$ cat src/rtl/l2_reqs_mshr.sv
`default_nettype none
// +----------------------------------------------------------------------------+
// | Module : l2_reqs_mshr                                                      |
// | Outstanding L2 request table with lowest-free allocation, key lookup, set  |
// | conflict, invack counting and forward-stall tracking.                      |
// | Option : L2_REQS_MSHR_PERF_EN adds o_peak_count / o_reject_cnt.            |
// | Rev    : 1.0                                                               |
// +----------------------------------------------------------------------------+
module l2_reqs_mshr #(
   parameter int N_REQS      = 4,
   parameter int TAG_BITS    = 20,
   parameter int SET_BITS    = 8,
   parameter int WAY_BITS    = 3,
   parameter int STATE_BITS  = 4,
   parameter int LINE_BITS   = 128,
   parameter int INVACK_BITS = 4,
   parameter int ISD_ST      = 4,
   parameter int MIA_ST      = 9,
   localparam int IDX_BITS   = $clog2(N_REQS)
) (
   input  logic                   clk,
   input  logic                   rst,
   input  logic                   i_alloc_valid,
   input  logic [TAG_BITS-1:0]    i_alloc_tag,
   input  logic [SET_BITS-1:0]    i_alloc_set,
   input  logic [WAY_BITS-1:0]    i_alloc_way,
   input  logic [STATE_BITS-1:0]  i_alloc_state,
   output logic                   o_alloc_ready,
   output logic [IDX_BITS-1:0]    o_alloc_idx,
   input  logic                   i_upd_valid,
   input  logic [IDX_BITS-1:0]    i_upd_idx,
   input  logic                   i_upd_state_en,
   input  logic [STATE_BITS-1:0]  i_upd_state,
   input  logic                   i_upd_line_en,
   input  logic [LINE_BITS-1:0]   i_upd_line,
   input  logic                   i_inv_load,
   input  logic [INVACK_BITS-1:0] i_inv_load_val,
   input  logic                   i_inv_dec,
   input  logic [TAG_BITS-1:0]    i_lkp_tag,
   input  logic [SET_BITS-1:0]    i_lkp_set,
   output logic                   o_lkp_hit,
   output logic [IDX_BITS-1:0]    o_lkp_idx,
   input  logic [SET_BITS-1:0]    i_conf_set,
   output logic                   o_conf_hit,
   input  logic [IDX_BITS-1:0]    i_rd_idx,
   output logic [STATE_BITS-1:0]  o_rd_state,
   output logic [TAG_BITS-1:0]    o_rd_tag,
   output logic [SET_BITS-1:0]    o_rd_set,
   output logic [WAY_BITS-1:0]    o_rd_way,
   output logic [LINE_BITS-1:0]   o_rd_line,
   output logic [INVACK_BITS-1:0] o_rd_invack,
   input  logic                   i_fwd_valid,
   input  logic [1:0]             i_fwd_kind,
   output logic                   o_fwd_stall,
   output logic [IDX_BITS-1:0]    o_fwd_stall_idx,
   output logic [IDX_BITS:0]      o_count,
   output logic                   o_full,
   output logic                   o_empty
`ifdef L2_REQS_MSHR_PERF_EN
   ,
   output logic [IDX_BITS:0]      o_peak_count,
   output logic [15:0]            o_reject_cnt
`endif
);

   localparam logic [1:0] c_KIND_PUTACK = 2'd1;
   localparam logic [1:0] c_KIND_INV    = 2'd2;

   logic [STATE_BITS-1:0]  r_state  [N_REQS];
   logic [TAG_BITS-1:0]    r_tag    [N_REQS];
   logic [SET_BITS-1:0]    r_set    [N_REQS];
   logic [WAY_BITS-1:0]    r_way    [N_REQS];
   logic [LINE_BITS-1:0]   r_line   [N_REQS];
   logic [INVACK_BITS-1:0] r_invack [N_REQS];
   logic [IDX_BITS:0]      r_count;
   logic                   r_fwd_stall;
   logic [IDX_BITS-1:0]    r_fwd_stall_idx;

   logic                   w_alloc_fire;
   logic                   w_dealloc;
   logic [IDX_BITS:0]      w_count_nxt;

   // Lowest-index priority: scan downward so the smallest match is written last.
   always_comb begin
      o_alloc_ready = 1'b0;
      o_alloc_idx   = '0;
      o_lkp_hit     = 1'b0;
      o_lkp_idx     = '0;
      o_conf_hit    = 1'b0;
      for (int i = N_REQS-1; i >= 0; i--) begin
         if (r_state[i] == '0) begin
            o_alloc_ready = 1'b1;
            o_alloc_idx   = IDX_BITS'(i);
         end else begin
            if (r_tag[i] == i_lkp_tag && r_set[i] == i_lkp_set) begin
               o_lkp_hit = 1'b1;
               o_lkp_idx = IDX_BITS'(i);
            end
            if (r_set[i] == i_conf_set) begin
               o_conf_hit = 1'b1;
            end
         end
      end
   end

   assign o_rd_state      = r_state[i_rd_idx];
   assign o_rd_tag        = r_tag[i_rd_idx];
   assign o_rd_set        = r_set[i_rd_idx];
   assign o_rd_way        = r_way[i_rd_idx];
   assign o_rd_line       = r_line[i_rd_idx];
   assign o_rd_invack     = r_invack[i_rd_idx];
   assign o_fwd_stall     = r_fwd_stall;
   assign o_fwd_stall_idx = r_fwd_stall_idx;
   assign o_count         = r_count;
   assign o_full          = (r_count == (IDX_BITS+1)'(N_REQS));
   assign o_empty         = (r_count == '0);

   assign w_alloc_fire = i_alloc_valid & o_alloc_ready;
   // The allocated slot is always free, so a dealloc never lands on it.
   assign w_dealloc    = i_upd_valid & i_upd_state_en & (i_upd_state == '0) &
                         (r_state[i_upd_idx] != '0);

   always_comb begin
      w_count_nxt = r_count;
      if (w_alloc_fire && !w_dealloc) begin
         w_count_nxt = r_count + 1'b1;
      end else if (!w_alloc_fire && w_dealloc) begin
         w_count_nxt = r_count - 1'b1;
      end
   end

   always_ff @(posedge clk or posedge rst) begin
      if (rst) begin
         for (int i = 0; i < N_REQS; i++) begin
            r_state[i]  <= '0;
            r_tag[i]    <= '0;
            r_set[i]    <= '0;
            r_way[i]    <= '0;
            r_line[i]   <= '0;
            r_invack[i] <= '0;
         end
         r_count         <= '0;
         r_fwd_stall     <= 1'b0;
         r_fwd_stall_idx <= '0;
      end else begin
         for (int i = 0; i < N_REQS; i++) begin
            if (w_alloc_fire && o_alloc_idx == IDX_BITS'(i)) begin
               r_state[i]  <= i_alloc_state;
               r_tag[i]    <= i_alloc_tag;
               r_set[i]    <= i_alloc_set;
               r_way[i]    <= i_alloc_way;
               r_line[i]   <= '0;
               r_invack[i] <= '1;
            end else if (i_upd_valid && i_upd_idx == IDX_BITS'(i)) begin
               if (i_upd_state_en) r_state[i] <= i_upd_state;
               if (i_upd_line_en)  r_line[i]  <= i_upd_line;
               if (i_inv_load) begin
                  r_invack[i] <= i_inv_load_val;
               end else if (i_inv_dec && r_invack[i] != '0) begin
                  r_invack[i] <= r_invack[i] - INVACK_BITS'(1);
               end
            end
         end
         r_count <= w_count_nxt;
         if (i_fwd_valid) begin
            if (o_lkp_hit) begin
               r_fwd_stall_idx <= o_lkp_idx;
               case (i_fwd_kind)
                  c_KIND_PUTACK: r_fwd_stall <= 1'b0;
                  c_KIND_INV:    r_fwd_stall <= (r_state[o_lkp_idx] == STATE_BITS'(ISD_ST));
                  default:       r_fwd_stall <= (r_state[o_lkp_idx] != STATE_BITS'(MIA_ST));
               endcase
            end else begin
               r_fwd_stall <= 1'b0;
            end
         end else if (w_dealloc && i_upd_idx == r_fwd_stall_idx) begin
            r_fwd_stall <= 1'b0;
         end
      end
   end

`ifdef L2_REQS_MSHR_PERF_EN
   logic [IDX_BITS:0] r_peak_count;
   logic [15:0]       r_reject_cnt;

   always_ff @(posedge clk or posedge rst) begin
      if (rst) begin
         r_peak_count <= '0;
         r_reject_cnt <= '0;
      end else begin
         if (w_count_nxt > r_peak_count) r_peak_count <= w_count_nxt;
         if (i_alloc_valid && !o_alloc_ready && r_reject_cnt != 16'hFFFF) begin
            r_reject_cnt <= r_reject_cnt + 16'd1;
         end
      end
   end

   assign o_peak_count = r_peak_count;
   assign o_reject_cnt = r_reject_cnt;
`endif

endmodule
`default_nettype wire

$ cat config.mk
export PLATFORM = sky130hd
export DESIGN_NAME = l2_reqs_mshr
export DESIGN_NICKNAME = d
export VERILOG_FILES = /design/src/rtl/l2_reqs_mshr.sv
export SDC_FILE = /design/constraint.sdc
export NUM_CORES = 2
export LEC_CHECK = 0
export BUFFER_PORTS_ARGS = -buffer_cell sky130_fd_sc_hd__buf_2
export CORE_MARGIN = 2
export CORE_UTILIZATION = 45
export CTS_CLUSTER_DIAMETER = 30
export DETAILED_ROUTE_END_ITERATION = 7
export PLACE_DENSITY = 0.67
export SYNTH_ARGS = -nofsm -noshare
export SYNTH_HDL_FRONTEND = slang
export SYNTH_SLANG_ARGS = --single-unit
$ cat constraint.sdc
create_clock -name clk -period 20.2 [get_ports clk]
set_clock_uncertainty 0.1 [all_clocks]
set_input_delay 3.03 -clock clk [delete_from_list [all_inputs] [get_ports clk]]
set_output_delay 3.03 -clock clk [all_outputs]
set_load 0.01 [all_outputs]
==> results.py <==
metrics = {
    "run_status": {
        "status": "complete, no violations",
    },
    "placed_design": {
        "place_area_sq_mm": 0.0353,
        "hpwl_mm": 67.8,
        "place_ws_ns": 11.51,
        "place.gp.congestion": 0.949,
        "port_buffers": 403,
    },
    "power": {
        "p_leak_nw": 18.9,
        "cellPowerDensity_mw_per_mm2": 167,
        "max-vdd-ir-drop_v": 0.0000988,
    },
    "timing": {
        "hold_violations": 0,
        "rsz0062_at_grt": "false",
        "finalWorstSetupSlack_ns": 11.59,
        "fmax_ghz": 0.116,
        "tightest_slew_ns": 1.12,
        "setup_violations": 0,
        "drv_slew": 0,
        "fin_crit_sh_pct": 42.6,
        "fin_setup_tns_ns": 0,
        "fin_crit_ns": 8.61,
        "slew_headroom_pct": 25.1,
    },
    "hold_path": {
        "min_path_cells": 2,
        "hold_path.class": "reg2reg",
    },
    "critical_path": {
        "crit_required_ns": 17.07,
        "worstSetupEndpointType": "output port",
        "critical_path_class": "in2out",
        "path_max_fanout": 72,
        "path_buf_inv": 3,
        "cp.depth": 4,
        "cp_cell_sequence": "buf_8 -> buf_4 -> mux4_2 -> buf_2",
        "reg2regPathDepth": 5,
        "critPathArrivalTime_ns": 5.48,
        "critPathLaunchType": "input pin",
        "crit_family": "buffers and inverters",
        "cp_slowest_cell": "buf_4",
        "slowest_delay_ns": 0.88,
    },
    "clock_tree": {
        "cts_setup_buffers": 0,
        "postCtsResizedCells": 0,
        "cts.sinks": 674,
        "clk_path_buf_depth": 3,
        "clkLatencyLatePin_ns": 0.72,
        "cts_tree": "done",
        "path_clk_slew_ns": 0.04,
        "postCtsHoldBufs": 0,
        "cts_buffers": 153,
        "clockRootBuffer": "clkbuf_16",
        "cts_htree_levels": 4,
    },
    "floorplanning": {
        "rows": 98,
        "fp.coreArea_sq_mm": 0.0716,
        "pin_count": 404,
        "start_util_pct": 45.6,
        "dieArea_sq_mm": 0.0747,
        "die_x_microns": 273,
        "die_h_microns": 273,
    },
    "logic_synthesis": {
        "synthCells": 3402,
        "synth.cells.most_frequent": "nand2_1 (1359), dfrtp_1 (674), a21oi_1 (530)",
        "synth.avg_cell_area_sq_um": 9.60,
        "synth_area_sq_mm": 0.0327,
        "synth_most_common_cell": "nand2_1",
        "netlist.area_leader.share_pct": 51.6,
        "ys_warn_count": 0,
        "synth_edf_count": 0,
        "synth_area_leaders": "dfrtp_1 (52%), nand2_1 (16%), mux4_2 (12%), a21oi_1 (8.1%), xor2_1 (2.4%)",
        "synth_ff_type": "dfrtp_1",
        "synth_seq_cells": 674,
        "seq_area_frac_synth_pct": 51.6,
        "synth_nets": 3631,
        "synth_cell_types": 52,
        "synthArstFlopShare_pct": 100,
        "post-synth-top-area-cell": "dfrtp_1",
    },
    "final_layout": {
        "drive_above_1_share_pct": 23.4,
        "syn_to_final_growth_pct": 25.5,
        "nNetsFinal": 3981,
        "fillers": 6111,
        "fin_area_sq_mm": 0.0410,
    },
    "global_route": {
        "grt_pass1_wl_mm": 173,
        "first_global_vias": 28500,
        "grt_max_degree": 171,
        "antenna_found_initial": 43,
        "overflow": 0,
        "grt_usage_pct": 30.2,
    },
    "routing": {
        "dr.first_iter.drc_count": 3094,
        "vias_per_cell": 5.80,
        "drc_errors": 0,
        "first_pass_iters": 6,
        "vias": 28200,
        "wl_per_cell_microns": 23.1,
        "routed_wirelength_mm": 112,
        "ant_nets": 0,
    },
    "job": {
        "drv_cap": 0,
    },
}
[through the flow]
| step | cells | hold WS, ns | util, % | total power (W) |
|---|---|---|---|---|
| 3_3_place_gp | 4547 | 0.359 | 49.2 | 0.00408 |
| 2_1_floorplan | 3402 | 0.340 | - | 0.00343 |
| 3_5_place_dp | 4547 | 0.363 | 49.2 | 0.00413 |
| 4_1_cts | 4829 | 0.374 | 57.1 | 0.00685 |
| 6_report | 4857 | 0.374 | 57.2 | 0.00686 |
| 5_1_grt | 4856 | 0.401 | 57.2 | 0.00717 |
[worst reg2reg max path, delay by kind of cell, from the launching register on]
family	cells	cell delay, ns
simple gates	2	1.56
flops	1	0.43
compound gates	1	0.25
buf+inv	2	1.70
[layout make-up]
cell class | count | area, sq um | area share [%]
antenna | 28 | 70.1 | 0.171
inverter | 14 | 56.3 | 0.137
clock inverter | 94 | 1440 | 3.50
tap | 950 | 1190 | 2.90
timing repair buffer | 437 | 2300 | 5.62
multi-input combinational | 2472 | 14800 | 36.2
clock buffer | 188 | 4220 | 10.3
sequential | 674 | 16900 | 41.1
[power breakdown]
part           switching [W]  total (W)  leakage, nW  internal (W)
clock network       0.000842    0.00268         2.75       0.00184
registers           0.000501    0.00244         8.73       0.00193
logic               0.000961    0.00174         7.39      0.000781
[cell families (layout without fill, tap and decap cells)]
family                   after synthesis  in the layout  share of synthesized area, %
AO/OA/AOI/OAI                        578            578                          9.03
XOR/XNOR                             152            152                          4.08
adder cells (fa/ha/maj)                7              7                         0.291
buffers and inverters                256            733                          3.08
flip-flops                           674            674                          51.6
multiplexers                         223            223                          13.4
other                                  0             28                             0
AND/OR/NAND/NOR                     1512           1512                          18.5
[cell usage in the layout, fill, tap and decap left out, types with 27 or more instances in the layout]
cell / count
diode_2: 28
mux4_2: 168
xor2_1: 90
nor4_1: 28
nand2_1: 1354
bufinv_16: 27
clkbuf_16: 154
buf_4: 33
clkinv_2: 29
buf_2: 401
mux2_1: 32
dfrtp_1: 674
xnor2_1: 62
a21oi_1: 530
[metal layers]
| metal | GRT usage (%) | share of wire (%) | vias to the layer above |
|---|---|---|---|
| li1 | - | - | 12200 |
| met1 | 38.8 | 38 | 14100 |
| met2 | 46.4 | 47 | 1479 |
| met3 | 6.90 | 8.4 | 360 |
| met4 | 19.1 | 5.6 | 28 |
| met5 | 0 | 0.17 | - |
[path summary, 6_finish.rpt]
path                            slack (ns)                      end                   start
worst max-delay path                 11.59            o_rd_line[39]             i_rd_idx[0]
worst min-delay path                  0.37     r_way[4]$_DFFE_PP0P_    r_way[4]$_DFFE_PP0P_
worst max register to register       15.97  r_line[324]$_DFFE_PP0P_  r_state[8]$_DFFE_PP0P_
worst min register to register        0.37     r_way[4]$_DFFE_PP0P_    r_way[4]$_DFFE_PP0P_
max in group asynchronous            14.52  r_line[398]$_DFFE_PP0P_                     rst
min in group asynchronous             2.49  r_line[480]$_DFFE_PP0P_                     rst
[sequential cells by signal (all words and copies together) (netlist names)]
signal           count
r_way               12
o_fwd_stall_idx      2
r_set               32
o_count              3
r_line             512
r_tag               80
r_state             16
r_invack            16
o_fwd_stall          1
No activity file was read; power rests on OpenSTA's default activity.
